==> config.mk <==
export PLATFORM = sky130hd
export DESIGN_NAME = serial_frame_tx
export DESIGN_NICKNAME = d
export VERILOG_FILES = /design/src/rtl/serial_frame_tx_pkg.sv /design/src/rtl/serial_frame_tx_bit_timer.sv /design/src/rtl/serial_frame_tx.sv
export SDC_FILE = /design/constraint.sdc
export NUM_CORES = 1
export LEC_CHECK = 0
export ABC_AREA = 1
export CAP_MARGIN = 0
export CORE_ASPECT_RATIO = 0.75
export CORE_UTILIZATION = 53
export CTS_CLUSTER_DIAMETER = 200
export DETAILED_ROUTE_END_ITERATION = 10
export MAX_ROUTING_LAYER = met4
export PLACE_DENSITY = 0.78
export SYNTH_ARGS = -nofsm -noshare
export SYNTH_HDL_FRONTEND = slang
export SYNTH_HIERARCHICAL = 1
export SYNTH_SLANG_ARGS = --single-unit
==> constraint.sdc <==
create_clock -name inClk -period 1.6 [get_ports inClk]
set_input_delay 0.4 -clock inClk [delete_from_list [all_inputs] [get_ports inClk]]
set_output_delay 0.4 -clock inClk [all_outputs]
set_load 0.03 [all_outputs]
==> src/rtl/serial_frame_tx_pkg.sv <==
// Shared types and constants for the serial frame transmitter.
// State encoding, line levels and a counter-width helper.
package serial_frame_tx_pkg;

  typedef enum logic [1:0] {
    IDLE  = 2'd0,
    START = 2'd1,
    DATA  = 2'd2,
    STOP  = 2'd3
  } tx_state_e;

  localparam logic LINE_IDLE = 1'b1;
  localparam logic START_BIT = 1'b0;
  localparam logic STOP_BIT  = 1'b1;

  // Width needed to count n distinct values, never narrower than one bit.
  function automatic int unsigned cnt_width(input int unsigned n);
    return (n > 1) ? $clog2(n) : 1;
  endfunction

endpackage

==> src/rtl/serial_frame_tx_bit_timer.sv <==
// Per-bit cycle timer: counts CLKS_PER_BIT cycles and strobes bit_end on the last one.
// Counts down from 0 -> CLKS_PER_BIT-1 -> ... -> 0, so each bit spans exactly CLKS_PER_BIT cycles.
module serial_frame_tx_bit_timer
  import serial_frame_tx_pkg::*;
#(
  parameter int unsigned CLKS_PER_BIT = 4
) (
  input  logic clk,
  input  logic rst,
  input  logic clear,
  input  logic enable,
  output logic bit_end
);

  localparam int unsigned CW = cnt_width(CLKS_PER_BIT);
  localparam logic [CW-1:0] LAST = CW'(CLKS_PER_BIT - 1);

  logic [CW-1:0] cnt_q;
  logic [CW-1:0] cnt_d;

  always_comb begin
    cnt_d   = (cnt_q == '0) ? LAST : cnt_q - CW'(1);
    bit_end = enable && (cnt_d == '0);
  end

  always_ff @(posedge clk) begin
    if (rst || clear) begin
      cnt_q <= '0;
    end else if (enable) begin
      cnt_q <= cnt_d;
    end
  end

endmodule

==> src/rtl/serial_frame_tx.sv <==
// Parallel-to-serial frame transmitter: start bit, DATA_W data bits LSB-first, stop bit.
// Each bit is held CLKS_PER_BIT cycles; all outputs except outReady are registered.
module serial_frame_tx
  import serial_frame_tx_pkg::*;
#(
  parameter int unsigned DATA_W       = 8,
  parameter int unsigned CLKS_PER_BIT = 4
) (
  input  logic              inClk,
  input  logic              inRst,
  input  logic [DATA_W-1:0] inData,
  input  logic              inValid,
  output logic              outReady,
  output logic              outTx,
  output logic              outBusy,
  output logic              outDone
);

  localparam int unsigned BW = cnt_width(DATA_W);
  localparam logic [BW-1:0] LAST_BIT = BW'(DATA_W - 1);

  tx_state_e         state_q;
  logic [DATA_W-1:0] shreg_q;
  logic [DATA_W-1:0] shreg_shifted;
  logic [BW-1:0]     bit_idx_q;
  logic              tx_q;
  logic              busy_q;
  logic              done_q;
  logic              accept;
  logic              bit_end;

  assign outReady      = (state_q == IDLE);
  assign accept        = inValid && outReady;
  assign shreg_shifted = shreg_q >> 1;

  serial_frame_tx_bit_timer #(
    .CLKS_PER_BIT(CLKS_PER_BIT)
  ) u_bit_timer (
    .clk    (inClk),
    .rst    (inRst),
    .clear  (accept),
    .enable (busy_q),
    .bit_end(bit_end)
  );

  // The line level is registered one step ahead: each transition loads the level
  // for the bit that starts on the following cycle.
  always_ff @(posedge inClk) begin
    if (inRst) begin
      state_q   <= IDLE;
      shreg_q   <= '0;
      bit_idx_q <= '0;
      tx_q      <= LINE_IDLE;
      busy_q    <= 1'b0;
      done_q    <= 1'b0;
    end else begin
      done_q <= 1'b0;
      unique case (state_q)
        IDLE: begin
          tx_q <= LINE_IDLE;
          if (accept) begin
            shreg_q   <= inData;
            bit_idx_q <= '0;
            tx_q      <= START_BIT;
            busy_q    <= 1'b1;
            state_q   <= START;
          end
        end
        START: begin
          if (bit_end) begin
            tx_q    <= shreg_q[0];
            state_q <= DATA;
          end
        end
        DATA: begin
          if (bit_end) begin
            if (bit_idx_q == LAST_BIT) begin
              tx_q    <= STOP_BIT;
              state_q <= STOP;
            end else begin
              shreg_q   <= shreg_shifted;
              bit_idx_q <= bit_idx_q + BW'(1);
              tx_q      <= shreg_shifted[0];
            end
          end
        end
        STOP: begin
          if (bit_end) begin
            tx_q    <= LINE_IDLE;
            busy_q  <= 1'b0;
            done_q  <= 1'b1;
            state_q <= IDLE;
          end
        end
        default: begin
          state_q <= IDLE;
        end
      endcase
    end
  end

  assign outTx   = tx_q;
  assign outBusy = busy_q;
  assign outDone = done_q;

endmodule

* After elaboration in Yosys (flattened, before gate mapping) *
Index checks and enable logic that the tools add are counted.

storage, ports and cells
  register bits = 18
  bits of input ports = 11
  logic and storage cells = 58

cells by class
  bitwise logic cells = 1
  reduce and logical (&&, ||, !) cells = 13
  multiplexer cells = 25
  add/sub/neg operators = 2
  equality and inequality tests = 10

operators by type and width
  operator               number
  $mux W8                3
  $pmux W8 S2            1
  $mux W2                6
  $ne A2 B2 Y1 const B   5
  $mux W3                3
  $mux W1                8
  $pmux W2 S4            1
  $logic_not A2 Y1       3
  $pmux W3 S2            1
  $reduce_and A3 Y1      2
  $reduce_and A5 Y1      1
  $eq A2 B2 Y1 const B   2
  $pmux W1 S4            1
  $reduce_and A4 Y1      1
  $reduce_bool A2 Y1     2
  $add A3 B1 Y3 const B  1
  $eq A3 B3 Y1 const B   1
  $eq A2 B1 Y1 const B   1
  $logic_and A1 B1 Y1    2
  $ne A2 B1 Y1 const B   1
  $pmux W1 S2            1
  $reduce_or A2 Y1       1
  $sub A2 B1 Y2 const B  1
  $logic_or A1 B1 Y1     1
  $not A1 Y1             1

* Depth between registers and ports, before layout *
Gate-level depths: netlist (run 1).

  word-level depth = 6
  gate-level depth with buffers = 12
  depth with buffers taken out = 11

* By module *
The synthesis (run 1) kept the hierarchy.

modules (own cells, without submodules)
  module                     area each (um^2)  seq. area each (um^2)  instances  cells an instance
  serial_frame_tx            932.1             320.3                  1          144
  serial_frame_tx_bit_timer  128.9             40.0                   1          19

* Worst setup path after synthesis (run 1) *
No wires, ideal clock.

  path kind = register to register
  from = reg state_q[0]
  to = reg shreg_q[1]
  setup time = 0.111 ns
  arrival = 1.464 ns
  buffers on the path = 1
  data required time = 1.489 ns
  clock period less this slack = 1.575 ns
  path slack = 0.025 ns
  stages on the path, launching flop included = 11
  cells stage by stage = dfxtp_1 -> inv_1 -> ha_1 -> nand2_1 -> nand2_1 -> nand2_1 -> inv_1 -> buf_2 -> nand3_1 -> nand2_1 -> nor2_1

on the way
  longest elaborated chain between the ends = 4

RTL lines
  element                             RTL line               text
  start, declared                     serial_frame_tx.sv:22  tx_state_e state_q;
  start signal, assigned              serial_frame_tx.sv:50  state_q <= IDLE;
  start signal, assigned              serial_frame_tx.sv:66  state_q <= START;
  start signal, assigned              serial_frame_tx.sv:72  state_q <= DATA;
  $logic_not A2 Y1 (*)                serial_frame_tx.sv:32  assign outReady = (state_q == IDLE);
  net outReady                        serial_frame_tx.sv:13  output logic outReady,
  $logic_and A1 B1 Y1                 serial_frame_tx.sv:33  assign accept = inValid && outReady;
  $ne A2 B1 Y1 (no source line)       --
  $reduce_and A4 Y1 (no source line)  --
  end signal, assigned                serial_frame_tx.sv:62  shreg_q <= inData;
  end signal, assigned                serial_frame_tx.sv:81  shreg_q <= shreg_shifted;
  end, declared                       serial_frame_tx.sv:23  logic [DATA_W-1:0] shreg_q;

Mark *: on every way through the listed nets, which the timed path passes. The rest lies on a longest branch.
A chain may end at the register's enable or synchronous reset.

* Worst setup path after layout (run 1) *
  from = reg state_q[0]
  to = out outReady

on the way
  longest elaborated chain between the ends = 1

RTL lines
  element           RTL line
  $logic_not A2 Y1  serial_frame_tx.sv:32
  end, declared     serial_frame_tx.sv:13

No other way between the ends.

==> results of run 1 <==
==> timing repair <==
action | in CTS | in global routing
endpoints found under the setup margin | 5 | 14
pin swaps | 0 | 2
resized for setup | 5 | 13
setup buffers | 0 | 0
==> cell families after synthesis <==
group	Yosys count	synth area share [%]
AND/OR/NAND/NOR	108	43.3
buffers and inverters	23	9.90
flip-flops	18	34.0
adder cells (fa/ha/maj)	8	9.43
AO/OA/AOI/OAI	6	3.42
==> registers in the layout (all words and copies together) (netlist names) <==
| signal | cells |
|---|---|
| shreg_q | 8 |
| outBusy | 1 |
| outDone | 1 |
| state_q | 2 |
| outTx | 1 |
| u_bit_timer/cnt_q | 2 |
| bit_idx_q | 3 |
==> stage by stage <==
| stage | worst slack (ps) | power, uW | hold slack (ps) | std cells |
|---|---|---|---|---|
| finish | 85.7 | 2990 | 478 | 208 |
| global route | 11.8 | 3280 | 498 | 208 |
| global placement | 34.3 | 2500 | 446 | 204 |
| floorplan | 24.8 | 2050 | 440 | 163 |
| CTS | 20.5 | 2850 | 481 | 208 |
| detailed placement | 14.7 | 2550 | 457 | 204 |
==> how the worst max path moves through the flow <==
stage	from	end	slack, ps	depth (start not counted)
2_1_floorplan	state_q[0]	shreg_q[1]	20	10
3_3_place_gp	inValid	shreg_q[2]	30	9
3_5_place_dp	inValid	bit_idx_q[0]	10	9
4_1_cts	state_q[0]	outReady	20	3
5_1_grt	u_bit_timer/cnt_q[1]	shreg_q[6]	10	12
6_report	state_q[0]	outReady	90	3
==> cell type report <==
type	instances	share of cell area [%]
clock buffers	4	2.71
inverters	17	4.76
multi-input cells	122	46.8
flip-flops and latches	18	27.3
well taps	22	2.05
repair buffers	25	16.4
==> worst reg2reg max path, stage by stage (launching register included) <==
cell                      delay, ps
sky130_fd_sc_hd__dfxtp_2        350
sky130_fd_sc_hd__inv_1          120
sky130_fd_sc_hd__ha_2           280
sky130_fd_sc_hd__nand2_2        100
sky130_fd_sc_hd__nand2_2        100
sky130_fd_sc_hd__inv_1           70
sky130_fd_sc_hd__buf_4          150
sky130_fd_sc_hd__nand3_1         80
sky130_fd_sc_hd__nand2_1         60
sky130_fd_sc_hd__nor2_1         110
==> report_power, final <==
part / total, uW / switching (uW) / internal [uW]
Clock: 297 / 157 / 139
Sequential: 761 / 114 / 648
Combinational: 1930 / 1110 / 821
==> per-layer routing <==
metal | vias up | GRT usage (%)
met5 | - | -
met4 | 0 | 9.87
met1 | 456 | 28.4
met3 | 5 | 7.78
met2 | 26 | 38.6
li1 | 544 | -
==> cells in the final DEF (no fill, tap or decap), types with 2 or more instances in the layout <==
master	Yosys	routed
sky130_fd_sc_hd__inv_2	1	2
sky130_fd_sc_hd__clkdlybuf4s50_1	0	10
sky130_fd_sc_hd__nor2_4	1	2
sky130_fd_sc_hd__ha_2	0	2
sky130_fd_sc_hd__inv_1	16	15
sky130_fd_sc_hd__and2_0	7	7
sky130_fd_sc_hd__a21oi_1	2	2
sky130_fd_sc_hd__dlygate4sd2_1	0	3
sky130_fd_sc_hd__o21ai_2	1	2
sky130_fd_sc_hd__clkbuf_4	0	3
sky130_fd_sc_hd__nand3_1	14	14
sky130_fd_sc_hd__dfxtp_2	0	4
sky130_fd_sc_hd__nand4_1	2	2
sky130_fd_sc_hd__dfxtp_1	18	14
sky130_fd_sc_hd__nand2_2	0	2
sky130_fd_sc_hd__ha_1	8	5
sky130_fd_sc_hd__buf_4	2	11
sky130_fd_sc_hd__nand2_1	49	47
sky130_fd_sc_hd__nor2_1	32	32
==> flow_summary.yaml, run 1 <==
layout:
  count_of_antenna_diodes_in_the_layout: 0
  design.final.nets: 206
  area_of_the_multi_input_gates_um2: 627
  syn_to_final_growth_pct: 26.3
  final.fill_count: 144
  post_route_cells_drive_above_1_share_pct: 16.7
  finish.instance_area_um2: 1340
  area.sequential_um2: 365
  layout.core_utilization_pct: 74.2
power:
  powerDensity_nw_per_um2: 2230
  power_leakage_uw: 0.000653
  ir_drop_uv: 1450
hold_path:
  whs_endpoint: "shreg_q[5]"
  worstHoldStart: "shreg_q[5]"
  worstHoldPathCells: 2
  worst_hold_path_type: "reg -> reg"
logic_synthesis:
  synth_area_leaders: "sky130_fd_sc_hd__dfxtp_1 34%, sky130_fd_sc_hd__nand2_1 17%, sky130_fd_sc_hd__nor2_1 11%"
  syn_area_um2: 1060
  synth.distinct_cells: 20
  synth-main-ff-cell: "sky130_fd_sc_hd__dfxtp_1"
  sequential_area_share_after_synthesis_pct: 34.0
  synthesis.area_per_instance_um2: 6.51
  ys_async_sr_fraction_pct: 0
  synth_common_cells: "49 x sky130_fd_sc_hd__nand2_1, 32 x sky130_fd_sc_hd__nor2_1, 18 x sky130_fd_sc_hd__dfxtp_1"
  synth_top_area_cell: "sky130_fd_sc_hd__dfxtp_1"
  ys_warn_count: 6
  synth_enable_flop_cells: 0
  syn_nets: 182
  syn_inst: 163
  yosysMostFrequentCell: "sky130_fd_sc_hd__nand2_1"
  yosysTopAreaCellShare_pct: 34.0
  synth-seq-cells: 18
global_route:
  grt_overflow_total: 0
  largest_net_degree_at_the_start_of_global_routing: 14
  antenna_found_initial: 0
  grt_first_pass_wirelength_um: 3480
  global_route.usage.total_pct: 24.1
  grt_pass1_vias: 800
placement:
  buffer_ports.inserted: 14
  dpl_cell_area_um2: 1270
  gpl.final_weighted_congestion: 0.790
  place.detailed.hpwl_um: 1610
setup_path:
  cpMaxStageDelayCell: "sky130_fd_sc_hd__dfxtp_2"
  regToRegEndpoint: "shreg_q[0]"
  crit_family: "flip-flops"
  r2r-start: "state_q[0]"
  timing.reg2reg.setup_slack_ps: 140
  worstPathBufferInverterCount: 2
  cp_data_required_time_ps: 1200
  worst-endpoint-arrival_ps: 1110
  slowest_delay_ps: 370
  path_max_fanout: 4
  worst_setup_path_end_kind: "output port"
  critical_path_class: "reg -> out"
  path_cells: "inv_1 -> ha_4 -> buf_4"
  worst-r2r-cell-count: 9
  worstSetupStartpointType: "register"
detailed_routing:
  vias_per_cell: 4.96
  detail-route-antenna-nets: 0
  drt-met1-wl_um: 1100
  dr_total_vias: 1031
  detailroute.wirelength.met2_um: 958
  drt_first_pass_iters: 4
  drt-initial-drc-count: 29
  wl_met3_um: 104
  detail_route.drc_violations: 0
  route.final.wire_length_um: 2200
  top_layer: "met4"
  wl_per_cell_um: 10.6
sta:
  timing.final.crit_share_pct: 94.6
  final-setup-viol-count: 0
  timing.max_slew.rel_slack_pct: 73.2
  finalCriticalPeriod_ps: 1510
  rsz_0062_raised_after_global_routing: "false"
  worst_slew_pin_slew_ps: 401
  final.setup.tns_ps: 0
  number_of_hold_violations_in_the_final_report: 0
  fin_skew_ps: 9.77
  achievable-frequency_mhz: 660
  maxSlewViolCount: 0
clock_tree:
  clkTransAtPathRegs_ps: 100
  clock_tree.buffer_depth: 2
  cts_hold_buf: 0
  clock_tree_from_tritoncts: "yes"
  clock_sinks: 18
  worst_skew_pair_later_pin_latency_ps: 310
  clockRootBuffer: "sky130_fd_sc_hd__clkbuf_4"
  cts_htree_levels: 1
  cts_made_buffers: 3
die:
  design.die.area_um2: 2190
  pin_count: 15
  die_w_um: 53.7
  fp.coreArea_um2: 1810
  num_rows: 13
  die_y_um: 40.8
  initial_core_utilization_pct: 58.8
run:
  max-cap-violations: 0
status:
  status: "completed"
Power figures use the tool's default switching activity.
==> run 2, diff against run 1 <==
--- a/config.mk
+++ b/config.mk
@@ -13,6 +13,7 @@
 export DETAILED_ROUTE_END_ITERATION = 10
 export MAX_ROUTING_LAYER = met4
 export PLACE_DENSITY = 0.78
+export SKIP_CTS_REPAIR_TIMING = 1
 export SYNTH_ARGS = -nofsm -noshare
 export SYNTH_HDL_FRONTEND = slang
 export SYNTH_HIERARCHICAL = 1
==> flow_summary.yaml, run 2 (synthesized netlist as in run 1, its figures left out) <==
layout:
  top_flop_regs: "shreg_q (8), bit_idx_q (3)"
  layout_common_cells: "48 x sky130_fd_sc_hd__nand2_1, 32 x sky130_fd_sc_hd__nor2_1, 15 x sky130_fd_sc_hd__inv_1"
  mostFrequentLayoutCell: "sky130_fd_sc_hd__nand2_1"
  largest-register: "shreg_q"
  final.fill_count: 145
  post_route_cells_drive_above_1_share_pct: 16.1
  syn_to_final_growth_pct: 26.3
  design.final.nets: 206
  flip_flop_count_of_the_largest_register_all_copies_and_words_added: 8
  count_of_antenna_diodes_in_the_layout: 0
  layout.core_utilization_pct: 74.2
clock_tree:
  clock_sinks: 18
  clockRootBuffer: "sky130_fd_sc_hd__clkbuf_4"
  cts_htree_levels: 1
  clock_tree_from_tritoncts: "yes"
  worst_skew_pair_later_pin_latency_ps: 310
  clkTransAtPathRegs_ps: 110
  clock_tree.buffer_depth: 2
  cts_made_buffers: 3
setup_path:
  startpoint: "state_q[0]"
  crit_family: "flip-flops"
  worstPathBufferInverterCount: 2
  r2r-start: "state_q[0]"
  cpMaxStageDelayCell: "sky130_fd_sc_hd__dfxtp_2"
  path_max_fanout: 4
  worst_setup_path_end_kind: "output port"
  worst-endpoint-arrival_ps: 1110
  cp_data_required_time_ps: 1200
  slowest_delay_ps: 370
  critical_path_class: "reg -> out"
  path_cells: "inv_1 -> ha_4 -> buf_4"
  worstSetupStartpointType: "register"
detailed_routing:
  detail-route-antenna-nets: 0
  dr_total_vias: 1029
  route.final.wire_length_um: 2200
  drt-initial-drc-count: 29
  detail_route.drc_violations: 0
  wl_per_cell_um: 10.6
  vias_per_cell: 4.95
  drt_first_pass_iters: 4
sta:
  timing.final.crit_share_pct: 94.6
  rsz_0062_raised_after_global_routing: "false"
  worst_slew_pin_slew_ps: 401
  achievable-frequency_mhz: 661
  number_of_hold_violations_in_the_final_report: 0
  finalCriticalPeriod_ps: 1510
  maxSlewViolCount: 0
  fin_skew_ps: 8.56
  timing.hold.ws_ps: 486
  timing.max_slew.rel_slack_pct: 73.2
  setup_ws_final_ps: 86.5
  final-setup-viol-count: 0
placement:
  dp_slack_ps: 14.7
  gpl.final_weighted_congestion: 0.790
  place.detailed.hpwl_um: 1610
  buffer_ports.inserted: 14
die:
  fp.coreArea_um2: 1810
  die_y_um: 40.8
  pin_count: 15
  die_w_um: 53.7
  initial_core_utilization_pct: 58.8
  num_rows: 13
  design.die.area_um2: 2190
global_route:
  largest_net_degree_at_the_start_of_global_routing: 14
  global_route.usage.total_pct: 24.1
  antenna_found_initial: 0
  grt_overflow_total: 0
  grt_first_pass_wirelength_um: 3470
  grt_pass1_vias: 801
power:
  powerDensity_nw_per_um2: 2200
  sw_frac_of_total_pct: 46.2
  total_switching_power_uw: 1360
  power_leakage_uw: 0.000681
  cellInternalPower_uw: 1580
  combinational_power_share_pct: 64.1
  pwr-share-seq_pct: 25.8
  finalPower_uw: 2950
  clock_power_share_pct: 10.0
  ir_drop_uv: 1420
hold_path:
  worstHoldStart: "u_bit_timer/cnt_q[1]"
  worst_hold_path_type: "reg -> reg"
run:
  max-cap-violations: 0
status:
  status: "completed"
[run 2: changes by cell type in the layout (fill, tap and decap cells not counted)]
| cell | before | now |
|---|---|---|
| sky130_fd_sc_hd__dlymetal6s2s_1 | 0 | 3 |
| sky130_fd_sc_hd__buf_6 | 1 | 0 |
| sky130_fd_sc_hd__nand2_1 | 47 | 48 |
| sky130_fd_sc_hd__nor2_4 | 2 | 1 |
| sky130_fd_sc_hd__buf_4 | 11 | 12 |
| sky130_fd_sc_hd__nand2_2 | 2 | 1 |
| sky130_fd_sc_hd__dlygate4sd2_1 | 3 | 0 |
| sky130_fd_sc_hd__nor2_2 | 0 | 1 |
[run 2: final timing paths]
check	to	slack, ps	cells past startpoint
hold / removal	u_bit_timer/cnt_q[1]	490	2
setup / recovery	outReady	90	3
hold reg to reg	u_bit_timer/cnt_q[1]	490	2
setup reg to reg	shreg_q[0]	120	9
[run 2: per-layer routing]
metal / track usage (%) / up-vias / routed length [um]
met5: - / - / 0
met4: 9.87 / 0 / 15
met1: 28.4 / 456 / 1080
li1: - / 543 / -
met2: 38.3 / 27 / 988
met3: 7.78 / 3 / 108
[run 2: tightest hold or removal path: stages (launching register included)]
cell and delay [ps]:
sky130_fd_sc_hd__dfxtp_2 340, sky130_fd_sc_hd__nor2_1 40, sky130_fd_sc_hd__nor2_1 80
[run 2: cell type report]
type / count / area (um2) / area share (%)
well taps: 22 / 27.5 / 2.05
clock buffers: 4 / 36.3 / 2.71
flip-flops and latches: 18 / 365 / 27.3
multi-input cells: 122 / 619 / 46.2
repair buffers: 25 / 228 / 17.0
inverters: 17 / 63.8 / 4.76
[run 2: power by group through the flow]
stage | Combinational (uW) | Sequential (uW) | Clock, uW
2_1_floorplan | 1270 | 779 | 0
3_3_place_gp | 1760 | 747 | 0
3_5_place_dp | 1790 | 763 | 0
4_1_cts | 1810 | 751 | 301
5_1_grt | 2130 | 781 | 319
6_report | 1890 | 761 | 296
[run 2: per-stage QoR]
step,setup TNS [ps],cells,area (um2)
after CTS,-436,208,1300
after floorplan,0,163,1060
final,0,208,1340
after global routing,0,208,1340
after global placement,0,204,1270
after detailed placement,0,204,1270
==> run 3, diff against run 2 <==
--- a/config.mk
+++ b/config.mk
@@ -8,11 +8,10 @@
 export ABC_AREA = 1
 export CAP_MARGIN = 0
 export CORE_ASPECT_RATIO = 0.75
-export CORE_UTILIZATION = 53
+export CORE_UTILIZATION = 40
 export CTS_CLUSTER_DIAMETER = 200
 export DETAILED_ROUTE_END_ITERATION = 10
 export MAX_ROUTING_LAYER = met4
-export PLACE_DENSITY = 0.78
 export SKIP_CTS_REPAIR_TIMING = 1
 export SYNTH_ARGS = -nofsm -noshare
 export SYNTH_HDL_FRONTEND = slang
==> constraint.sdc (replaced) <==
create_clock -name inClk -period 1.7 [get_ports inClk]
set_input_delay 0.425 -clock inClk [delete_from_list [all_inputs] [get_ports inClk]]
set_output_delay 0.425 -clock inClk [all_outputs]
set_load 0.03 [all_outputs]
==> flow_summary.yaml, run 3 (synthesized netlist as in run 1, its figures left out) <==
status:
  status: "completed"
hold_path:
  worstHoldStart: "shreg_q[7]"
  worstHoldPathCells: 2
  worst_hold_path_type: "reg -> reg"
  whs_endpoint: "shreg_q[7]"
die:
  design.die.area_um2: 2860
  initial_core_utilization_pct: 44.2
  num_rows: 15
  die_y_um: 46.6
  fp.coreArea_um2: 2400
  pin_count: 15
  die_w_um: 61.5
global_route:
  grt_first_pass_wirelength_um: 3530
  largest_net_degree_at_the_start_of_global_routing: 14
  antenna_found_initial: 0
  grt_pass1_vias: 838
  global_route.usage.total_pct: 17.8
  grt_overflow_total: 0
layout:
  layout_common_cells: "49 x sky130_fd_sc_hd__nand2_1, 32 x sky130_fd_sc_hd__nor2_1, 18 x sky130_fd_sc_hd__dfxtp_1"
  area_of_the_multi_input_gates_um2: 598
  design.final.nets: 204
  syn_to_final_growth_pct: 24.2
  mostFrequentLayoutCell: "sky130_fd_sc_hd__nand2_1"
  final_cell_count_no_fill: 218
  layout.core_utilization_pct: 54.8
  flip_flop_count_of_the_largest_register_all_copies_and_words_added: 8
  post_route_cells_drive_above_1_share_pct: 10.9
  area.sequential_um2: 360
  largest-register: "shreg_q"
  count_of_antenna_diodes_in_the_layout: 0
  final.fill_count: 252
  top_flop_regs: "shreg_q (8), bit_idx_q (3)"
setup_path:
  r2r-start: "state_q[0]"
  cpMaxStageDelayCell: "sky130_fd_sc_hd__dfxtp_1"
  worst-r2r-cell-count: 8
  cp_data_required_time_ps: 1270
  worstSetupStartpointType: "register"
  worst_setup_path_end_kind: "output port"
  path_cells: "inv_1 -> ha_1 -> buf_4"
  path_max_fanout: 4
  worst-endpoint-arrival_ps: 1180
  regToRegEndpoint: "bit_idx_q[0]"
  slowest_delay_ps: 390
  timing.reg2reg.setup_slack_ps: 170
  critical_path_class: "reg -> out"
power:
  total_switching_power_uw: 1220
  pwr-share-seq_pct: 26.5
  ir_drop_uv: 947
  power_leakage_uw: 0.000668
  clock_power_share_pct: 10.3
  cellInternalPower_uw: 1410
  powerDensity_nw_per_um2: 2000
  combinational_power_share_pct: 63.3
  sw_frac_of_total_pct: 46.4
clock_tree:
  clkTransAtPathRegs_ps: 100
  clock_tree_from_tritoncts: "yes"
  clock_sinks: 18
  clock_tree.buffer_depth: 2
  worst_skew_pair_later_pin_latency_ps: 300
  cts_htree_levels: 1
  clockRootBuffer: "sky130_fd_sc_hd__clkbuf_4"
  cts_made_buffers: 3
sta:
  timing.hold.ws_ps: 479
  achievable-frequency_mhz: 622
  timing.final.crit_share_pct: 94.6
  number_of_hold_violations_in_the_final_report: 0
  finalCriticalPeriod_ps: 1610
  worst_slew_pin_slew_ps: 398
  rsz_0062_raised_after_global_routing: "false"
  timing.max_slew.rel_slack_pct: 73.5
  maxSlewViolCount: 0
  fin_skew_ps: 9.99
  final-setup-viol-count: 0
placement:
  buffer_ports.inserted: 14
  place.detailed.hpwl_um: 1600
  numPlacedInstances: 213
  gpl.final_weighted_congestion: 0.784
detailed_routing:
  drt-initial-drc-count: 21
  wl_per_cell_um: 9.70
  drt_first_pass_iters: 4
  detail-route-antenna-nets: 0
  detail_route.drc_violations: 0
  dr_total_vias: 977
  vias_per_cell: 4.48
  route.final.wire_length_um: 2110
run:
  max-cap-violations: 0
-- run 3: cell count changes in the layout (fill, tap and decap cells not counted), moves of 2 or more --
cell	change
sky130_fd_sc_hd__buf_4	-2
sky130_fd_sc_hd__dfxtp_1	+4
sky130_fd_sc_hd__dfxtp_2	-4
sky130_fd_sc_hd__ha_1	+2
-- run 3: cell type report --
class,count,area share [%]
inverters,17,5.13
well taps,34,3.23
flip-flops and latches,18,27.4
multi-input cells,122,45.4
clock buffers,4,2.75
repair buffers,23,16.1
-- run 3: how the worst max path moves through the flow --
| stage | start | end | slack (ps) | cells after the start |
|---|---|---|---|---|
| 6_report | state_q[0] | outReady | 90 | 3 |
| 5_1_grt | state_q[0] | outReady | 20 | 3 |
| 4_1_cts | outBusy | outBusy | -70 | 1 |
| 3_5_place_dp | state_q[0] | shreg_q[1] | 70 | 8 |
| 3_3_place_gp | inValid | shreg_q[1] | 90 | 9 |
| 2_1_floorplan | state_q[0] | shreg_q[1] | 120 | 10 |
-- run 3: critical path: cells and delay by family, from the launching register on --
| family | cells | cell delay (ps) |
|---|---|---|
| DFF | 1 | 390 |
| buffers and inverters | 2 | 260 |
| adders and majority gates | 1 | 240 |
-- run 3: routing by layer --
layer | vias up | wire, um | track usage (%)
met5 | - | 0 | -
met4 | 0 | 14 | 4.00
met3 | 3 | 56 | 5.06
met2 | 7 | 920 | 27.6
met1 | 428 | 1120 | 23.1
li1 | 539 | - | -
-- run 3: power by group through the flow --
stage                     Clock, uW  Sequential (uW)  Combinational (uW)
after floorplan                   0              733                1200
after global placement            0              705                1630
after detailed placement          0              709                1650
after CTS                       285              699                1660
after global routing            294              718                1910
final                           270              697                1670
-- run 3: stage by stage --
| stage | total power [uW] | setup WS (ps) | TNS [ps] | area [um2] |
|---|---|---|---|---|
| floorplan | 1930 | 125 | 0 | 1060 |
| global placement | 2330 | 92.7 | 0 | 1260 |
| detailed placement | 2360 | 73.5 | 0 | 1260 |
| CTS | 2640 | -69.1 | -149 | 1300 |
| global route | 2920 | 24.9 | 0 | 1320 |
| finish | 2630 | 91.1 | 0 | 1320 |
==> edit 1, RTL diff (settings of run 3) <==
Reset style: asynchronous (`inRst`), changed in one clocked block.
--- a/src/rtl/serial_frame_tx.sv
+++ b/src/rtl/serial_frame_tx.sv
@@ -47,3 +47,3 @@
   // for the bit that starts on the following cycle.
-  always_ff @(posedge inClk) begin
+  always_ff @(posedge inClk or posedge inRst) begin
     if (inRst) begin
Formal check against the unedited RTL: differs if inRst is asserted again (counterexample within 4 cycles, from zero or initial values and one cycle with inRst high); with inRst held inactive, the same outputs for 10 cycles.
==> edit 1 against run 3 <==
Wire length decreased by 10%; power decreased by 6.2%; sequential cell count unchanged; synthesized area increased by 2.0%; setup slack got worse by 0.0035 ns; sequential power increased by 5.7%; clock skew decreased by 0.0061 ns; cell area increased by 0.85%.
==> edit 1: results (changes against run 3) <==
outcome: "finished, final reports clean"
fin_hold_ws_ns: 0.4144  # -0.06427 ns
cellInternalPower_w: 0.001367  # -3.3%
grt_pass1_wl_um: 3277  # -7.2%
use_met1: 0.2164  # -0.01429
pwr.group.combinational_w: 0.00147  # -12%
place_congestion: 0.7823  # -0.20%
multi_input_cells: 91  # -25%
dp.cells: 175  # -18%
wire_per_inst_um: 10.61  # +9.4%
final-seq-area_um2: 441.7  # +23%
yosysSeqAreaShare: 0.4081  # +0.06847
buf_share: 0.1507  # -0.01078
synth_common_cells: "nand2_1, dfrtp_1, inv_1, o21ai_2"
hold_class: "primary input to async pin"
buffers_excl_clock: 18  # -22%
reg2reg_to: "shreg_q[2]"
finClkSkew_ns: 0.003878  # -0.006110 ns
insertion_delay_ns: 0.30  # about the same
ys_top_cells_by_area: "dfrtp_1, nand2_1, ha_1, o21ai_2, o21ai_0"
syn_nets: 146  # -20%
critPathLaunch: "state_q[1]"
regToRegSetupSlack_ns: 0.15  # -0.02 ns
grt_pass1_vias: 734  # -12%
inverters: 14  # -3
min_period_over_period: 0.9484  # +0.002046
drive_gt1_frac: 0.2414  # +0.1327
grt_max_degree: 23  # +9
pre_cts_ws_ns: 0.1033  # +0.02984 ns
via_per_inst: 4.676  # +4.3%
multi_input_area_share: 0.4181  # -0.03586
synth_cell_types: 21  # +5.0%
clk_share: 0.02731  # -0.0002334
worstMarginPinSlew_ns: 0.3772  # -0.02050 ns
met3_usage: 0.05785  # +0.007289
wl_met3_um: 83  # +48%
ir_drop_mv: 0.8513  # -10%
drt_iter0_drc: 24  # +14%
num-fill-cells: 223  # -12%
cellLeakagePower_nw: 0.6767  # +1.3%
via_count: 837  # -14%
synth_cells: 127  # -22%
r2r_start: "state_q[0]"
met2_usage: 0.2426  # -0.03353
## edit 1: cells by family (layout without fill, tap and decap cells)
logic type | count (synthesis) | count (layout) | synth area share
AND/OR/NAND/NOR | 59 | 59 | 0.2578
AO/OA/AOI/OAI | 24 | 24 | 0.1514
flip-flops | 18 | 18 | 0.4081
buffers and inverters | 18 | 36 | 0.09017
adder cells (fa/ha/maj) | 8 | 8 | 0.09249
## edit 1: stage by stage
stage / instance area (um2) / power, W / util
after floorplan: 1082 / 0.001908 / -
after global placement: 1272 / 0.002168 / 0.5256
after CTS: 1309 / 0.002478 / 0.5406
final: 1329 / 0.002472 / 0.5488
after detailed placement: 1272 / 0.002202 / 0.5256
after global routing: 1329 / 0.002722 / 0.5488
## edit 1: worst max-delay path: stages, from the launching register on
cell	delay, ns
dfrtp_1	0.43
inv_1	0.12
ha_4	0.17
buf_4	0.16
==> edit 2, RTL diff (config.mk and constraints of run 3) <==
Without the edit above. Change the parameter `DATA_W` from 8 to 6.
--- a/src/rtl/serial_frame_tx.sv
+++ b/src/rtl/serial_frame_tx.sv
@@ -5,3 +5,3 @@
 #(
-  parameter int unsigned DATA_W       = 8,
+  parameter int unsigned DATA_W       = 6,
   parameter int unsigned CLKS_PER_BIT = 4
Ports: changed (resized inData); port bits go from 15 to 13. No check against the original RTL was run, so the function may have changed too.
==> edit 2 against run 3 <==
Wire length down 3.9%; setup slack worse by 0.0061 ns; power fell by 37%; clock power shrank 24%; synthesized cell count fell by 12%; largest power group unchanged; sequential cell count down 2; largest cell class unchanged; synthesized area is 9.9% lower; cell area is 12% lower.
==> edit 2: results (changes against run 3) <==
outcome: "finished, final reports clean"
synth_common_cells: "nand2_1, nor2_1, inv_1, dfxtp_1, ha_1"
drt_wl_total_um: 2031  # -3.9%
met2_usage: 0.2874  # +0.01127
p_sw_frac: 0.4498  # -0.01375
pre_cts_ws_ns: 0.03375  # -0.03971 ns
grt_pass1_wl_um: 3484  # -1.4%
wl_met2_um: 832  # -9.6%
grt_antenna_before_repair: 0  # unchanged
clk-power_w: 0.000205  # -24%
highest_layer: "met4"
wl_met3_um: 142  # +150%
path_max_fanout: 6  # +2
slew_headroom: 0.7773  # +0.04274
grt_usage: 0.1876  # +0.009599
stdcell_count: 194  # -11%
cellLeakagePower_nw: 0.5977  # -11%
via_count: 885  # -9.4%
pwr.group.combinational_w: 0.000903  # -46%
drive_gt1_frac: 0.1296  # +0.02093
htreeDepth: 1  # unchanged
synth_area_per_cell_um2: 6.638  # +2.0%
use_met1: 0.2415  # +0.01086
pg_seq_w: 0.000540  # -23%
reg_top3: "shreg_q: 6 flops, bit_idx_q: 3 flops"
place_congestion: 0.7707  # -1.7%
path_delay_family: "flip-flops"
power_leader: "combinational logic"
slowest_delay_ns: 0.39  # about the same
finalNetCount: 181  # -11%
numCtsBuffers: 3  # unchanged
grt_max_degree: 12  # -2
synthFlopType: "dfxtp_1"
finClkSkew_ns: 0.001036  # -0.008953 ns
dp_hpwl_um: 1541  # -4.0%
wl_met1_um: 1043  # -7.1%
drv_cap: 0  # unchanged
cts_root_buffer: "clkbuf_4"
met3_usage: 0.06140  # +0.01084
syn_nets: 161  # -12%
portBuffers: 12  # -2
placed_cell_area_um2: 1129  # -10%
yosysWarnings: 6  # unchanged
hold_class: "register to register"
yosysSeqAreaShare: 0.3351  # -0.004544
crit_arrival_ns: 1.19
ir_drop_mv: 0.6740  # -29%
async_reset_ff_frac: 0  # unchanged
synth_cell_types: 19  # -5.0%
clockBufferDepth: 2  # unchanged
ys_seq_elements: 16  # -2
drt_iter0_drc: 24  # +14%
ys_top_cells_by_area: "dfxtp_1, nand2_1, ha_1, nor2_1, inv_1"
grt_pass1_vias: 811  # -3.2%
-- edit 2: cell type report --
class                   count  area [um2]
fillers                   193       955.9
multi-input cells         104       533.0
flip-flops and latches     16       320.3
repair buffers             17       162.7
inverters                  22       85.08
well taps                  32       40.04
clock buffers               3       22.52
-- edit 2: final timing paths --
check,start,endpoint,slack [ns],depth (start not counted)
setup reg to reg,state_q[0],shreg_q[1],0.23,9
setup / recovery,state_q[0],outReady,0.09,3
hold / removal,shreg_q[5],shreg_q[5],0.47,2
hold reg to reg,shreg_q[5],shreg_q[5],0.47,2
-- edit 2: kinds of logic (layout without fill, tap and decap cells) --
group | count (synthesis) | count (layout) | share of synthesized area
AND/OR/NAND/NOR | 83 | 83 | 0.3626
buffers and inverters | 24 | 42 | 0.1126
flip-flops | 16 | 16 | 0.3351
AO/OA/AOI/OAI | 13 | 13 | 0.08508
adder cells (fa/ha/maj) | 8 | 8 | 0.1047
